File: config.mk
export PLATFORM = sky130hd
export DESIGN_NAME = intr_flag_unit
export DESIGN_NICKNAME = d
export VERILOG_FILES = /design/src/rtl/intr_flag_unit.sv
export SDC_FILE = /design/constraint.sdc
export NUM_CORES = 1
export LEC_CHECK = 0
export CAP_MARGIN = 10
export CORE_ASPECT_RATIO = 1.1
export CORE_UTILIZATION = 27
export DETAILED_ROUTE_END_ITERATION = 7
export HOLD_SLACK_MARGIN = 0.03
export PLACE_DENSITY_LB_ADDON = 0.1
export SYNTH_ARGS = -nofsm -noshare
export SYNTH_HDL_FRONTEND = slang
export SYNTH_SLANG_ARGS = --single-unit
File: constraint.sdc
create_clock -name clk -period 4.3 [get_ports clk]
set_input_delay 0.43 -clock clk [delete_from_list [all_inputs] [get_ports clk]]
set_output_delay 0.43 -clock clk [all_outputs]
set_load 0.05 [all_outputs]
File: src/rtl/intr_flag_unit.sv
// Machine control flags, 16-way microcode jump condition and an edge-latched
// NIRQ interrupt controller. Define FLAG_IRQ_SYNC_EN to add 2-flop irq synchronisers.
module intr_flag_unit #(
  parameter int WIDTH = 32,
  parameter int NIRQ  = 8,
  parameter int VW    = $clog2(NIRQ)
) (
  input  logic             clk,
  input  logic             reset,
  input  logic             state_fetch,
  input  logic             destintctl,
  input  logic             destintmask,
  input  logic [WIDTH-1:0] ob,
  input  logic [WIDTH-1:0] r,
  input  logic [WIDTH:0]   alu,
  input  logic [48:0]      ir,
  input  logic             aeqm,
  input  logic             nopa,
  input  logic             vmaok,
  input  logic [NIRQ-1:0]  irq,
  input  logic             int_ack,
  output logic             jcond,
  output logic             lc_byte_mode,
  output logic             prog_unibus_reset,
  output logic             int_enable,
  output logic             sequence_break,
  output logic [NIRQ-1:0]  int_mask,
  output logic             int_pending,
  output logic [VW-1:0]    int_vector
);

  logic [NIRQ-1:0] irq_s;
  logic [NIRQ-1:0] irq_q;
  logic [NIRQ-1:0] pend;
  logic [NIRQ-1:0] vis;
  logic [NIRQ-1:0] clr;
  logic [3:0]      cs;
  logic            sint;
  logic            unused;

`ifdef FLAG_IRQ_SYNC_EN
  logic [NIRQ-1:0] sync1;
  logic [NIRQ-1:0] sync2;

  always_ff @(posedge clk or posedge reset) begin
    if (reset) begin
      sync1 <= '0;
      sync2 <= '0;
    end else begin
      sync1 <= irq;
      sync2 <= sync1;
    end
  end

  assign irq_s = sync2;
`else
  assign irq_s = irq;
`endif

  assign vis         = pend & int_mask;
  assign int_pending = |vis;
  assign sint        = int_pending & int_enable;

  always_comb begin
    int_vector = '0;
    for (int i = NIRQ - 1; i >= 0; i--) begin
      if (vis[i]) int_vector = VW'(i);
    end
  end

  always_comb begin
    clr = '0;
    if (int_ack && int_pending) clr[int_vector] = 1'b1;
  end

  // A new edge on the acknowledged line wins over the clear.
  always_ff @(posedge clk or posedge reset) begin
    if (reset) begin
      irq_q <= '0;
      pend  <= '0;
    end else begin
      irq_q <= irq_s;
      pend  <= (pend & ~clr) | (irq_s & ~irq_q);
    end
  end

  always_ff @(posedge clk or posedge reset) begin
    if (reset) begin
      lc_byte_mode      <= 1'b0;
      prog_unibus_reset <= 1'b0;
      int_enable        <= 1'b0;
      sequence_break    <= 1'b0;
      int_mask          <= '1;
    end else begin
      if (state_fetch && destintctl) begin
        lc_byte_mode      <= ob[WIDTH-3];
        prog_unibus_reset <= ob[WIDTH-4];
        int_enable        <= ob[WIDTH-5];
        sequence_break    <= ob[WIDTH-6];
      end
      if (state_fetch && destintmask) int_mask <= ob[NIRQ-1:0];
    end
  end

  assign cs = ir[5] ? ir[3:0] : 4'd0;

  always_comb begin
    jcond = 1'b0;
    case (cs)
      4'd0:  jcond = r[0];
      4'd1:  jcond = ~aeqm & alu[WIDTH];
      4'd2:  jcond = alu[WIDTH];
      4'd3:  jcond = aeqm;
      4'd4:  jcond = ~vmaok;
      4'd5:  jcond = ~vmaok | sint;
      4'd6:  jcond = ~vmaok | sint | sequence_break;
      4'd7:  jcond = 1'b1;
      4'd8:  jcond = r[WIDTH-1];
      4'd9:  jcond = (alu[WIDTH-1:0] == '0);
      4'd10: jcond = int_pending;
      4'd11: jcond = lc_byte_mode;
      4'd12: jcond = sequence_break;
      4'd13: jcond = int_enable;
      4'd14: jcond = ~aeqm;
      4'd15: jcond = 1'b0;
    endcase
  end

  assign unused = ^{ir[48:6], ir[4], nopa, ob, r};

endmodule

---- After elaboration in Yosys (flattened, before gate mapping) ----
Cells that the tools add are included.
storage, ports and cells
  register bits ........................... 28
  bits in latches ......................... 0
  bits in writable memories ............... 0
  bits in read-only memories .............. 0
  bits of input ports ..................... 163
  output and inout bits ................... 17
  logic and storage cells ................. 56
  memories ................................ 0
cells by class
  $add $sub $neg .......................... 0
  multiply operators ...................... 0
  divide/modulo/power cells ............... 0
  order comparisons ....................... 2
  equality and inequality tests ........... 15
  shift operators ......................... 0
  multiplexer cells ....................... 13
  bitwise gates (word level) .............. 12
  reduce and logical (&&, ||, !) cells .... 7
operators by type and width
  cell                                                                number
  == test 4 bit (second input constant)                               8
  logical NOT 32 bit                                                  1
  bitwise AND 8 bit                                                   3
  two-way mux 3 bit                                                   8
  == test 4 x 3 -> 1 bit (second input constant)                      4
  NOT 8 bit                                                           2
  one-hot mux 1 bit (16 select lines)                                 1
  == test 4 x 2 -> 1 bit (second input constant)                      2
  two-way mux 8 bit                                                   1
  bitwise OR 8 bit                                                    1
  OR reduction 8 bit                                                  1
  == test 4 x 1 -> 1 bit (second input constant)                      1
  logical AND 1 bit                                                   4
  logical NOT 4 bit                                                   1
  less-than comparator 3 x 4 -> 1 bit (second input constant)         1
  two-way mux 4 bit                                                   1
  demux 1 bit (select 3 bit)                                          1
  greater-or-equal comparator 3 x 1 -> 1 bit (second input constant)  1
  bitwise AND 1 bit                                                   2
  NOT 1 bit                                                           2
  bitwise OR 1 bit                                                    2
  two-way mux 1 bit                                                   1

---- Logic depth before layout (Yosys ltp) ----
Gate-level depths: netlist (run 1).
  depth in word-level cells ............... 17
  mapped depth ............................ 6
  mapped depth without buffers ............ 5

---- Worst setup path after synthesis (run 1) ----
No wires, ideal clock.
  path kind ............................... register to output
  from .................................... register int_mask[1]
  to ...................................... output jcond
  data arrival time ....................... 2.181 ns
  data required time ...................... 3.870 ns
  slack ................................... 1.689 ns
  cell stages (with the launch flop) ...... 6
  path buffers ............................ 0
  cell sequence ........................... dfstp_2 -> a22oi_1 -> nand4_1 -> a32oi_1 -> nand3_1 -> a41o_1
on the way
  word-level cells in the longest chain between the ends .. 6
ends and longest elaborated chain
  item                                   line      source
  start, declared                        27        output logic [NIRQ-1:0] int_mask,
  start signal, assigned                 101       if (state_fetch && destintmask) int_mask <= ob[NIRQ-1:0];
  bitwise AND 8 bit *                    60        assign vis = pend & int_mask;
  OR reduction 8 bit *                   61        assign int_pending = |vis;
  via int_pending                        28        output logic int_pending,
  bitwise AND 1 bit                      62        assign sint = int_pending & int_enable;
  bitwise OR 1 bit                       115, 116
  bitwise OR 1 bit                       116       4'd6: jcond = ~vmaok | sint | sequence_break;
  one-hot mux 1 bit (16 select lines) *  109       case (cs)
  end, declared                          22        output logic jcond,
Mark *: on every way through the listed nets, which the timed path passes. The rest lies on a longest branch.

---- Worst setup path in the final report (run 1) ----
  from .................................... input ir[1]
  to ...................................... output jcond
on the way
  word-level cells in the longest chain between the ends .. 3
  elaborated cells on any way between the ends .. 18
  classes of those cells .................. 15 x eq/ne; 2 x mux; 1 x reduce/logical
ends and longest elaborated chain
  item                                   line  source
  start, declared                        16    input logic [48:0] ir,
  two-way mux 4 bit *                    105   assign cs = ir[5] ? ir[3:0] : 4'd0;
  == test 4 bit (tied with other cells)  109
  one-hot mux 1 bit (16 select lines) *  109
Mark *: on every way between the ends. The rest lies on a longest branch, timed or not.

==> results.md, run 1 <==
* Clk slew on worst S/H paths at 0.09 ns
* Distinct cell type count after synthesis at 34
* CTS tree: built
* N_diodes at 0
* HPWL Detailed at 3.12 mm
* Die height at 77.5 um
* Synth area leaders: dfrtp_1 36%, dfstp_2 15%, mux2_2 9.7%
* Max Cap Viol at 0
* Unrepaired setup endpoints after global routing: no
* Io pins at 180
* Max Freq at 287 MHz
* Worst-case vdd ir drop at 0.000182 V
* Worst EP arrival at 3.06 ns
* Grt ovf at 0
* Inst Count DP at 278
* Most frequent cells in the layout: 84 x clkdlybuf4s50_1, 20 x dfrtp_1, 19 x nand2_1
* Die width at 70.6 um
* 1st-iter DRT viols at 50
* Post-DR vias/cell at 5.03
* Clock latency on the worst-skew pair at 0.27 ns
* Layout Nets at 388
* Sequential share of the synthesized area at 0.508
* Root Driver: clkbuf_8
* Status: finished with violations
* GRT Total Usage at 0.146
* Ys flop type: dfrtp_1
* Worst path required time at 3.87 ns
* Area of the die at 5470 um^2
* Post CTS Setup Buffer Count at 0
* Max Buffers Root-to-Sink at 2
* Most area-hungry cell type in the Yosys netlist: dfrtp_1
* Routed WL at 3.97 mm
* H-tree depth at 1
* Clock Sinks at 28
* Pins over their slew limit at 0
* Leak pwr at 0.941 nW
* CP Capture Type: output pin
* Slew at the pin closest to its max-slew limit at 1.04 ns
* Initial core utilization at 0.280
* Largest net degree at the start of global routing at 29
* Final ANT Viol Nets at 0
* Hold buffer count at cts at 0
* Commonest non-fill, non-tap cell in the layout: clkdlybuf4s50_1
* P per Cell Area at 352 nW/um^2
* Skew final at 0.00614 ns
* Buffers added on ports at 84
* Post-synth ARST share at 1.00
* Crit path max fanout at 12
* Syn Inst Count at 138
* Hold Path Class: flop to flop
* Yosys warnings at 0
* Initial antenna violation count at 0
* Number of CTS-inserted buffers at 3
* Tcrit/Tclk final at 0.811
* Min Tclk post-route at 3.49 ns
* Global-route wire length before repair at 6.36 mm
* Final Non-Filler Cells at 282
* Cts repair resizes at 0
* Synth Cell Area at 1400 um^2
* Row count at 27
* Top-area cell type share of the netlist area at 0.358
* Area grow syn2layout at 68.7%
* Vias in the first global route at 1,409
* Count of final hold-check violations at 0
* Syn Nets at 301
* Setup TNS at 0 ns
* Startpoint Class: input port
* RD Place Congestion at 0.797
* Core Area at 5000 um^2
* Post-DR wirelength/cell at 14.1 um
* Fraction of layout cells with a size suffix above 1 at 0.112
* DR DRC count at 24
* Register bit total from synthesis at 28
* Relative slew slack at 0.305
* Final setup fails at 0
* Crit Path Category: input port to output pin
* Via count at 1,418
* Violated checks: design-rule violations
* EDFF count, synth at 0
* Synthesized area per cell at 10.1 um^2
* Worst Hold Slack at 0.418 ns
* First-pass DRT Iterations at 6
==> cell families after synthesis <==
family	share of synthesized area
compound gates	0.174
simple gates	0.176
flops	0.508
mux	0.104
buf+inv	0.0376
==> routing by layer <==
metal	track usage	vias up	wire length [um]
met5	0	-	0
met4	0.0600	0	64
met3	0.0286	5	383
met2	0.258	69	1870
met1	0.172	658	1650
li1	-	686	-
==> worst max-delay path: stages <==
cell             delay, ns
clkdlybuf4s50_1       0.61
or3b_2                0.56
a31oi_1               0.17
o21ai_0               0.08
a221oi_1              0.26
a41o_1                0.14
clkdlybuf4s50_1       0.80
==> flip-flops by register name, indices dropped and copies added, names as in the netlist <==
signal	count
pend	8
int_mask	8
lc_byte_mode	1
prog_unibus_reset	1
irq_q	8
int_enable	1
sequence_break	1
==> power breakdown <==
part | switching, mW | total (mW) | internal [mW]
combinational | 0.185 | 0.334 | 0.149
sequential | 0.0323 | 0.339 | 0.307
clock | 0.0760 | 0.158 | 0.0819
total | 0.293 | 0.832 | 0.539
==> Yosys cell counts (4+ instances only) <==
| library cell | count |
|---|---|
| inv_1 | 12 |
| a31oi_1 | 4 |
| dfstp_2 | 8 |
| mux2_2 | 12 |
| nor4_1 | 6 |
| nand2_1 | 19 |
| nand3_1 | 4 |
| dfrtp_1 | 20 |
| a22oi_1 | 4 |
| nand4_1 | 4 |
| o21ai_0 | 12 |
==> cell type report <==
class / instances / area [um^2]
Fill cell: 470 / 2640
Sequential cell: 28 / 711
Multi-Input combinational cell: 96 / 636
Inverter: 12 / 45.0
Clock buffer: 4 / 55.1
Timing Repair Buffer: 84 / 841
Tap cell: 58 / 72.6
==> worst paths after layout <==
kind / startpoint / end / slack, ns / cells past startpoint
max in group asynchronous: reset / lc_byte_mode / 2.97 / 2
min in group asynchronous: reset / pend[3] / 0.71 / 2
setup reg to reg: int_mask[6] / pend[4] / 2.24 / 5
setup / recovery: ir[1] / jcond / 0.81 / 7
hold reg to reg: irq_q[5] / pend[5] / 0.42 / 1
hold / removal: irq_q[5] / pend[5] / 0.42 / 1
==> metrics by stage <==
step           utilization  worst slack, ns  instance area [um^2]  total power, mW
3_5_place_dp         0.461            0.835                  2300            0.680
6_report             0.472            0.813                  2360            0.832
5_1_grt              0.472            0.684                  2360            0.878
3_3_place_gp         0.461            0.821                  2300            0.675
2_1_floorplan            -             1.69                  1400            0.532
4_1_cts              0.472            0.817                  2360            0.842
Note: power is estimated with default switching activity, not from simulation.
==> inputs of run 2 (changes only) <==
Settings changed: CORE_UTILIZATION 27 to 23.
Clock period 4.3 ns to 2.8 ns, I/O delays scaled along.
==> results.md, run 2 (same netlist as run 1, synthesis figures left out) <==
* Worst EP arrival at 2.34 ns (-0.72 ns)
* Final setup fails at 0 (unchanged)
* Slowest CP cell: clkdlybuf4s50_1
* CP cell instances: a22oi_1 > and2_1 > a21boi_0 > clkdlybuf4s50_1
* RD Place Congestion at 0.751 (-5.7%)
* Initial antenna violation count at 0 (unchanged)
* Die height at 83.8 um (+8.1%)
* Crit Path Category: flop to output pin
* Switching power at 0.463 mW (+58%)
* Crit Reg-Reg Endpoint: pend[4]
* Reg-to-Reg Start: int_mask[6]
* N_diodes at 0 (unchanged)
* Count of final hold-check violations at 0 (unchanged)
* Area occupied by multi-input gates at 636 um^2 (unchanged)
* Clock Sinks at 28 (unchanged)
* Cell family with most CP delay: buffers and inverters
* Unrepaired setup endpoints after global routing: no
* CP Capture Type: output pin
* Cell Area, Placed at 2380 um^2 (+3.1%)
* Vias in the first global route at 1,471 (+4.4%)
* Setup ws final at 0.178 ns (-0.635 ns)
* Min Tclk post-route at 2.62 ns
* Grt ovf at 0 (unchanged)
* Slew at the pin closest to its max-slew limit at 0.514 ns (-0.528 ns)
* Area grow syn2layout at 73.8%
* DR DRC count at 0 (-100%)
* Combinational power share at 0.407 (+0.005)
* Cts repair resizes at 0 (unchanged)
* Relative slew slack at 0.657 (+0.352)
* Final instance area at 2430 um^2 (+3.0%)
* Via count at 1,400 (-1.3%)
* Commonest non-fill, non-tap cell in the layout: clkdlybuf4s50_1
* Io pins at 180 (unchanged)
* Global-route wire length before repair at 6.92 mm (+8.8%)
* CTS tree: built
* P per Cell Area at 536 nW/um^2 (+52%)
* Max Buffers Root-to-Sink at 2 (unchanged)
* Pins over their slew limit at 0 (unchanged)
* Die width at 76.4 um (+8.1%)
* First-pass DRT Iterations at 4 (-2)
* Final ANT Viol Nets at 0 (unchanged)
* Max Cap Viol at 0 (unchanged)
* Worst path required time at 2.52 ns (-1.35 ns)
* Most frequent cells in the layout: 83 x clkdlybuf4s50_1, 20 x dfrtp_1, 19 x nand2_1
* CP peak stage delay at 0.84 ns (+0.04 ns)
* Routed WL at 4.13 mm (+4.1%)
* Crit path max fanout at 4 (-8)
* Filler Cell Count at 585 (+24%)
* R2R Setup Slk at 0.96 ns (-1.28 ns)
* Layout Nets at 393 (+1.3%)
* Inst Count DP at 302 (+8.6%)
* Status: finished, final reports clean
* Root Driver: clkbuf_8
* Fraction of layout cells with a size suffix above 1 at 0.135 (+0.0238)
* Initial core utilization at 0.241 (-0.0388)
* Seq. cell area at 711 um^2 (unchanged)
* H-tree depth at 1 (unchanged)
* Worst-case vdd ir drop at 0.000308 V (+69%)
* Area of the die at 6400 um^2 (+17%)
* Core Area at 5810 um^2 (+16%)
* Post-DR vias/cell at 4.58 (-9.0%)
* Clock latency on the worst-skew pair at 0.28 ns (about the same)
* Sw frac at 0.355 (+0.00290)
* Startpoint Class: flop
* Leak pwr at 0.971 nW (+3.2%)
* Max Freq at 381 MHz
* Place WS at 0.288 ns (-0.548 ns)
* Setup TNS at 0 ns (unchanged)
* Hold buffer count at cts at 0 (unchanged)
* Hold Path Class: input port to async pin
* 1st-iter DRT viols at 15 (-70%)
* Final Non-Filler Cells at 306 (+8.5%)
* Row count at 29 (+7.4%)
* HPWL Detailed at 3.24 mm (+3.8%)
* Post CTS Setup Buffer Count at 0 (unchanged)
* Clock Power Share at 0.194 (+0.004)
* Number of CTS-inserted buffers at 3 (unchanged)
* WP buf/inv at 1 (-1)
* Internal at 0.840 mW (+56%)
* Largest registers: int_mask x8, irq_q x8, pend x8
* Reg power frac at 0.399 (-0.009)
* Crit path launch: pend[1]
* Worst-case reg-to-reg path depth at 6 (+1)
* Post-DR wirelength/cell at 13.5 um (-4.1%)
* GRT Total Usage at 0.137 (-0.00928)
* Skew final at 0.00435 ns (-0.00179 ns)
* Buffers added on ports at 84 (unchanged)
* Tcrit/Tclk final at 0.936
* Largest net degree at the start of global routing at 29 (unchanged)
* Clk slew on worst S/H paths at 0.09 ns (about the same)
run 2: changes by cell type in the layout (fill, tap and decap cells not counted):
cell,delta
buf_4,+5
buf_12,+1
clkdlybuf4s50_1,-1
run 2: power by group through the flow:
stage	registers, mW	clock network [mW]	logic [mW]
detailed placement	0.527	0	0.533
CTS	0.521	0.266	0.535
global placement	0.528	0	0.534
finish	0.520	0.253	0.531
floorplan	0.609	0	0.208
global route	0.531	0.285	0.566
run 2: worst max-delay path by stage:
stage | end | slack [ns] | cells past startpoint
final | int_vector[2] | 0.18 | 4
after global routing | int_vector[2] | 0.05 | 4
after CTS | int_vector[2] | 0.17 | 4
after detailed placement | jcond | 0.29 | 7
after global placement | jcond | 0.24 | 7
after floorplan | jcond | 0.34 | 5
run 2: metrics by stage:
stage	hold WS (ns)	total power, mW	util
6_report	0.356	1.30	0.419
3_3_place_gp	0.404	1.06	0.409
2_1_floorplan	0.311	0.817	-
5_1_grt	0.389	1.38	0.419
3_5_place_dp	0.412	1.06	0.409
4_1_cts	0.364	1.32	0.419
run 2: area by class of cell:
class / count / area share
Clock buffer: 4 / 0.0226
Inverter: 12 / 0.0185
Multi-Input combinational cell: 96 / 0.261
Sequential cell: 28 / 0.292
Tap cell: 77 / 0.0396
Timing Repair Buffer: 89 / 0.365
run 2: routing by layer:
metal	GRT usage	wire length [um]
met5	0	0
met2	0.224	1840
met1	0.171	1890
met3	0.0350	328
met4	0.0524	63
run 2: worst reg2reg max path: stages, from the launching register on:
cell	delay, ns
dfstp_2	0.57
nand2_1	0.05
a32o_1	0.26
a222oi_1	0.31
buf_4	0.21
o2111ai_1	0.13
a22o_1	0.20
==> inputs of run 3 (changes only) <==
Settings changed: CTS_CLUSTER_SIZE from default to 30.
==> results of run 3 <==
Same layout as run 2: the final DEF is identical, and so are final timing and power.
